**src/rtl/dmem_if.sv**
```systemverilog
// Data-port bundle between the core (master) and the data-memory responder (slave).
interface dmem_if;
  logic        req;
  logic        we;
  logic [31:0] addr;
  logic [31:0] wdata;
  logic [3:0]  be;
  logic        ack;
  logic [31:0] rdata;
  logic        err;
  logic        busy;

  modport master (output req, we, addr, wdata, be, input ack, rdata, err, busy);
  modport slave  (input req, we, addr, wdata, be, output ack, rdata, err, busy);
endinterface

```
**src/rtl/dmem_responder.sv**
```systemverilog
// Word-addressed data memory answering core load/store requests after a fixed
// number of wait states, with byte-lane stores and an error response.
module dmem_responder #(
  parameter int DEPTH       = 64,
  parameter int WAIT_CYCLES = 2
) (
  input  logic  clk,
  input  logic  rst_n,
  dmem_if.slave bus
);
  localparam int         IDX_W     = (DEPTH > 1) ? $clog2(DEPTH) : 1;
  localparam logic [3:0] WAIT_INIT = 4'(WAIT_CYCLES);

  typedef enum logic [1:0] {
    ST_IDLE = 2'd0,
    ST_WAIT = 2'd1,
    ST_RESP = 2'd2
  } state_t;

  state_t      state_q, state_d;
  logic [3:0]  cnt_q, cnt_d;
  logic        we_q, we_d;
  logic [31:0] addr_q, addr_d;
  logic [31:0] wdata_q, wdata_d;
  logic [3:0]  be_q, be_d;
  logic        ack_q, ack_d;
  logic        err_q, err_d;
  logic        busy_q, busy_d;
  logic [31:0] rdata_q, rdata_d;

  logic [31:0] mem [DEPTH];

  logic             commit_s;
  logic             bad_s;
  logic             mem_we_s;
  logic             cur_we_s;
  logic [31:0]      cur_addr_s;
  logic [31:0]      cur_wdata_s;
  logic [3:0]       cur_be_s;
  logic [IDX_W-1:0] idx_s;

  // With zero wait states the access commits on the sampling edge, so use the live bus.
  always_comb begin
    if (state_q == ST_IDLE) begin
      cur_we_s    = bus.we;
      cur_addr_s  = bus.addr;
      cur_wdata_s = bus.wdata;
      cur_be_s    = bus.be;
    end else begin
      cur_we_s    = we_q;
      cur_addr_s  = addr_q;
      cur_wdata_s = wdata_q;
      cur_be_s    = be_q;
    end
  end

  assign idx_s = cur_addr_s[IDX_W+1:2];
  assign bad_s = (cur_addr_s[1:0] != 2'b00) || ({2'b00, cur_addr_s[31:2]} >= 32'(DEPTH));

  always_comb begin
    state_d  = state_q;
    cnt_d    = cnt_q;
    we_d     = we_q;
    addr_d   = addr_q;
    wdata_d  = wdata_q;
    be_d     = be_q;
    commit_s = 1'b0;
    case (state_q)
      ST_IDLE: begin
        if (bus.req) begin
          we_d    = bus.we;
          addr_d  = bus.addr;
          wdata_d = bus.wdata;
          be_d    = bus.be;
          cnt_d   = WAIT_INIT;
          if (WAIT_INIT == 4'd0) begin
            state_d  = ST_RESP;
            commit_s = 1'b1;
          end else begin
            state_d = ST_WAIT;
          end
        end else begin
          state_d = ST_IDLE;
        end
      end
      ST_WAIT: begin
        cnt_d = cnt_q - 4'd1;
        // <= rather than == so a corrupted zero count cannot strand the FSM.
        if (cnt_q <= 4'd1) begin
          state_d  = ST_RESP;
          cnt_d    = 4'd0;
          commit_s = 1'b1;
        end else begin
          state_d = ST_WAIT;
        end
      end
      ST_RESP: state_d = ST_IDLE;
      default: state_d = ST_IDLE;
    endcase
  end

  always_comb begin
    ack_d    = commit_s;
    err_d    = 1'b0;
    rdata_d  = 32'h0000_0000;
    mem_we_s = 1'b0;
    if (commit_s) begin
      if (bad_s) begin
        err_d = 1'b1;
      end else if (cur_we_s) begin
        mem_we_s = 1'b1;
      end else begin
        rdata_d = mem[idx_s];
      end
    end else begin
      rdata_d = 32'h0000_0000;
    end
    busy_d = (state_d != ST_IDLE);
  end

  always_ff @(posedge clk or negedge rst_n) begin
    if (!rst_n) begin
      state_q <= ST_IDLE;
      cnt_q   <= 4'd0;
      we_q    <= 1'b0;
      addr_q  <= 32'h0000_0000;
      wdata_q <= 32'h0000_0000;
      be_q    <= 4'h0;
      ack_q   <= 1'b0;
      err_q   <= 1'b0;
      busy_q  <= 1'b0;
      rdata_q <= 32'h0000_0000;
    end else begin
      state_q <= state_d;
      cnt_q   <= cnt_d;
      we_q    <= we_d;
      addr_q  <= addr_d;
      wdata_q <= wdata_d;
      be_q    <= be_d;
      ack_q   <= ack_d;
      err_q   <= err_d;
      busy_q  <= busy_d;
      rdata_q <= rdata_d;
    end
  end

  // Storage is deliberately not reset; rst_n only blocks a commit while held low.
  always_ff @(posedge clk) begin
    for (int i = 0; i < 4; i++) begin
      if (mem_we_s && rst_n && cur_be_s[i]) begin
        mem[idx_s][8*i +: 8] <= cur_wdata_s[8*i +: 8];
      end
    end
  end

  assign bus.ack   = ack_q;
  assign bus.err   = err_q;
  assign bus.rdata = rdata_q;
  assign bus.busy  = busy_q;
endmodule
```
**src/flat_wrapper.sv**
```systemverilog
// flat-port wrapper written by rule: the top's interface ports become plain ports
module dmem_responder_flat 
#(
  parameter int DEPTH       = 64,
  parameter int WAIT_CYCLES = 2
)
  (clk, rst_n, bus_req, bus_we, bus_addr, bus_wdata, bus_be, bus_ack, bus_rdata, bus_err, bus_busy);
  dmem_if bus_i ();
  input  logic clk;
  input  logic rst_n;
  input wire logic [$bits(bus_i.req)-1:0] bus_req;
  input wire logic [$bits(bus_i.we)-1:0] bus_we;
  input wire logic [$bits(bus_i.addr)-1:0] bus_addr;
  input wire logic [$bits(bus_i.wdata)-1:0] bus_wdata;
  input wire logic [$bits(bus_i.be)-1:0] bus_be;
  output wire logic [$bits(bus_i.ack)-1:0] bus_ack;
  output wire logic [$bits(bus_i.rdata)-1:0] bus_rdata;
  output wire logic [$bits(bus_i.err)-1:0] bus_err;
  output wire logic [$bits(bus_i.busy)-1:0] bus_busy;
  assign bus_i.req = bus_req;
  assign bus_i.we = bus_we;
  assign bus_i.addr = bus_addr;
  assign bus_i.wdata = bus_wdata;
  assign bus_i.be = bus_be;
  assign bus_ack = bus_i.ack;
  assign bus_rdata = bus_i.rdata;
  assign bus_err = bus_i.err;
  assign bus_busy = bus_i.busy;
  dmem_responder #(.DEPTH(DEPTH), .WAIT_CYCLES(WAIT_CYCLES)) u_core (.clk(clk), .rst_n(rst_n), .bus(bus_i));
endmodule
```
**config.mk**
```make
export PLATFORM = sky130hd
export DESIGN_NAME = dmem_responder_flat
export DESIGN_NICKNAME = d
export VERILOG_FILES = /design/src/rtl/dmem_if.sv /design/src/rtl/dmem_responder.sv /design/src/flat_wrapper.sv
export SDC_FILE = /design/constraint.sdc
export NUM_CORES = 2
export LEC_CHECK = 0
export CAP_MARGIN = 20
export CORE_UTILIZATION = 45
export CTS_CLUSTER_SIZE = 40
export DETAILED_ROUTE_END_ITERATION = 7
export HOLD_SLACK_MARGIN = 0.06
export PLACE_DENSITY_LB_ADDON = 0.05
export SYNTH_ARGS = -nofsm -noshare
export SYNTH_HDL_FRONTEND = slang
export SYNTH_SLANG_ARGS = --single-unit
```
**constraint.sdc**
```tcl
create_clock -name clk -period 9.1 [get_ports clk]
set_input_delay 1.365 -clock clk [delete_from_list [all_inputs] [get_ports clk]]
set_output_delay 1.365 -clock clk [all_outputs]
set_load 0.005 [all_outputs]
```
==> key figures <==
Status
  • Status: complete, no violations

Synthesis
  • Most frequent cell after synthesis: edfxtp_1
  • Synth Area in Adders: 0.0003055
  • Commonest cells post-synth: edfxtp_1, o22ai_1, nand2_1, nor3_1, a21oi_1
  • Ys flop type: edfxtp_1
  • Synth Area in XOR/XNOR: 0.0001069
  • Syn Area/Cell: 15.42 sq um
  • Synth top area share: 0.7509
  • Area contributors post-synth: edfxtp_1, o22ai_1, dfrtp_1, nand2_1, nor3_1
  • Synth Area in Compound Gates: 0.09633
  • Mapped cell area: 81900 sq um
  • Ys Warns: 0
  • Cell taking the most area after synthesis: edfxtp_1
  • EDFF count, synth: 2048
  • Syn_nets: 5385
  • Synth Instances: 5311
  • Simple-Gate Fraction of Synth Area: 0.07803
  • Yosys reg bits: 2158
  • Yosys cell types: 85
  • Sequential fraction of the synthesis area: 0.7845
  • Post-synthesis async set-or-reset flop share: 0.05097
  • Largest family of logic cells by synthesized area: compound AO/OA/AOI/OAI gates
  • Multiplexer share of the synthesized area: 0.01862

STA
  • Slew @ Worst Pin: 1.256 ns
  • Post-layout min period: 4.920 ns
  • Setup TNS: 0 ns
  • Hold slack: 0.3759 ns
  • Rel. slew slack: 0.1618
  • Max Clk Rate: 0.2033 GHz
  • Final hold violation count: 0
  • Clock Skew: 0.03087 ns
  • Setup violations, final: 0
  • Final Max Slew Viols: 0
  • Tcrit/Tclk final: 0.5407
  • RSZ-0062 raised after global routing: no

Critical path
  • CP Launch Point: bus_addr[2]
  • Crit path max-delay cell type: clkdlybuf4s50_1
  • Reg-to-reg endpoint: u_core.bus.rdata[28]$_DFF_PN0_
  • Number of cells on the worst reg-to-reg path: 11
  • Crit path to: u_core.bus.rdata[4]$_DFF_PN0_
  • Crit Path Max Fanout: 60
  • R2r setup slk: 4.18 ns
  • Worst-path cell chain: clkdlybuf4s50_1 > or3b_1 > nand2_8 > buf_4 > nand2_1 > a32o_1 > nor3_1 > o22ai_1 > nor4b_1
  • CP endpoint kind: flip-flop
  • Crit Path Category: in2reg
  • Worst Path Required: 9.83 ns
  • Setup crit start kind: primary input
  • Largest stage delay on the critical path: 0.77 ns
  • Worst EP arrival: 5.65 ns
  • FF-to-FF Start: u_core.state_q[0]$_DFF_PN0_

Power and ir drop
  • Sw Ratio: 0.3756
  • Peak VDD IR: 0.3485 mV
  • Combinational group share of total power: 0.327
  • Part of the power in registers: 0.397
  • PD cells: 350.8 nW/um^2
  • Switch Pwr: 12.43 mW
  • Pleak: 30.47 nW
  • Total power: 33.08 mW
  • Pint: 20.66 mW
  • Clk pwr share: 0.277

Routing
  • Drt drc: 0
  • Final WL: 279700 microns
  • DRT antenna net count: 0
  • Drt via density: 6.364
  • Total vias in the final route: 51620
  • DRT iter0 DRCs: 6487
  • Routed wire per std cell: 34.49 microns
  • Drt pass-1 iters: 5

Placed design
  • Placer Congestion: 0.8326
  • Placed insts: 7692
  • Hpwl dp: 160500 microns
  • I/O Buffers: 106

Cells and area
  • Area delta synth->final: 15.15%
  • Final cell count without fillers: 8110
  • Layout cell share with drive strength beyond 1: 0.1408
  • Layout net count: 5619
  • Final core occ: 0.5218

Floorplanning
  • Starting Density: 0.4532
  • Die area: 183700 sq um
  • Die X-Extent: 428.6 microns
  • I/O pin cnt: 107
  • Row count: 156
  • Die Y: 428.6 microns
  • Core Area: 180700 sq um

Clock network
  • CTS tree: built
  • Post-CTS Setup Inserts: 0
  • Clock net sink count: 2158
  • CTS Hold Bufs: 0
  • H-tree depth: 4
  • Worst skew pair latency: 0.86 ns
  • Clk root buf: clkbuf_16
  • Clock transition at path regs: 0.06 ns
  • Cts repair resizes: 0
  • Bufs on Longest Clock Path: 3
  • Num CTS Buffers: 218

GRT
  • Global-route wire length before repair: 390700 microns
  • Total Routing Usage GR: 0.3008
  • Initial antenna violation count: 9
  • Largest net degree at the start of global routing: 119
  • Vias in the first global route: 49210
  • Grt total ovfl: 0

Job
  • Max Cap Viol: 0

Min path
  • Worst min-delay path category: in2async
==> critical path, delay by kind of cell <==
family          cells  cell delay (ns)
simple gates        5             2.38
buf+inv             2             1.36
compound gates      2             0.43
==> placed cells by master, fill, tap and decap left out, drive strengths merged, types with 50 or more instances in the layout <==
cell,netlist,layout
edfxtp,2048,2048
nor3,264,264
clkinv,0,58
nand3,80,80
a31oi,50,50
clkbuf,127,329
mux2,71,71
o22ai,634,634
a21oi,239,239
buf,258,292
clkdlybuf4s50,0,105
mux2i,70,70
nand2,615,615
dfrtp,110,110
nor2,229,229
nor4,106,106
==> stage by stage <==
stage / setup slack [ns] / cell area, sq um
final: 4.180 / 94310
after global routing: 4.009 / 94310
after CTS: 4.161 / 94290
after detailed placement: 3.426 / 87020
after global placement: 3.285 / 86850
after floorplan: 4.951 / 81900
==> layer usage <==
layer | GRT usage | vias to the layer above | part of all wire
met3 | 0.05684 | 397 | 0.087
met5 | 0 | - | 0.00023
met2 | 0.4628 | 2445 | 0.46
met1 | 0.4336 | 27130 | 0.42
li1 | - | 21630 | -
met4 | 0.09513 | 8 | 0.031
==> cell families (layout without fill, tap and decap cells) <==
logic type / count (synthesis) / in the layout
and+or+nand+nor: 1410 / 1410
xor gates and xnor gates: 1 / 1
DFF: 2158 / 2158
buffers and inverters: 393 / 820
other: 0 / 2
muxes: 141 / 141
AOI/OAI and AO/OA: 1206 / 1206
adders and majority gates: 2 / 2
==> state kept, by name, indices dropped and copies added (netlist names) <==
signal / count
u_core.state_q: 2
u_core.be_q: 4
u_core.we_q: 1
u_core.bus.busy: 1
u_core.bus.rdata: 32
u_core.mem: 2048
u_core.addr_q: 32
u_core.cnt_q: 4
u_core.wdata_q: 32
u_core.bus.ack: 1
u_core.bus.err: 1
==> worst min path at each step <==
| stage | from | to | depth (start not counted) |
|---|---|---|---|
| 2_1_floorplan | u_core.addr_q[5]$_DFFE_PN0P_ | u_core.addr_q[5]$_DFFE_PN0P_ | 1 |
| 3_3_place_gp | u_core.addr_q[5]$_DFFE_PN0P_ | u_core.addr_q[5]$_DFFE_PN0P_ | 1 |
| 3_5_place_dp | u_core.addr_q[5]$_DFFE_PN0P_ | u_core.addr_q[5]$_DFFE_PN0P_ | 1 |
| 4_1_cts | rst_n | u_core.addr_q[23]$_DFFE_PN0P_ | 1 |
| 5_1_grt | rst_n | u_core.addr_q[23]$_DFFE_PN0P_ | 1 |
| 6_report | rst_n | u_core.addr_q[23]$_DFFE_PN0P_ | 1 |
==> cell type report <==
| cell class | count | area (sq um) |
|---|---|---|
| well taps | 2370 | 2965 |
| clock buffers | 327 | 6270 |
| clock inverters | 86 | 997.2 |
| inverters | 8 | 30.03 |
| multi-input cells | 2760 | 16370 |
| fillers | 14940 | 86430 |
| diodes | 2 | 5.005 |
| flip-flops and latches | 2158 | 64250 |
| repair buffers | 399 | 3422 |
==> power groups by stage <==
stage	Clock (mW)	Combinational (mW)	Sequential, mW
final	9.15	10.8	13.1
after global routing	9.60	11.2	13.1
after CTS	9.24	10.7	13.1
after detailed placement	0	10.7	13.3
after global placement	0	10.6	13.3
after floorplan	0	5.47	13.4
No activity file was read; power rests on OpenSTA's default activity.
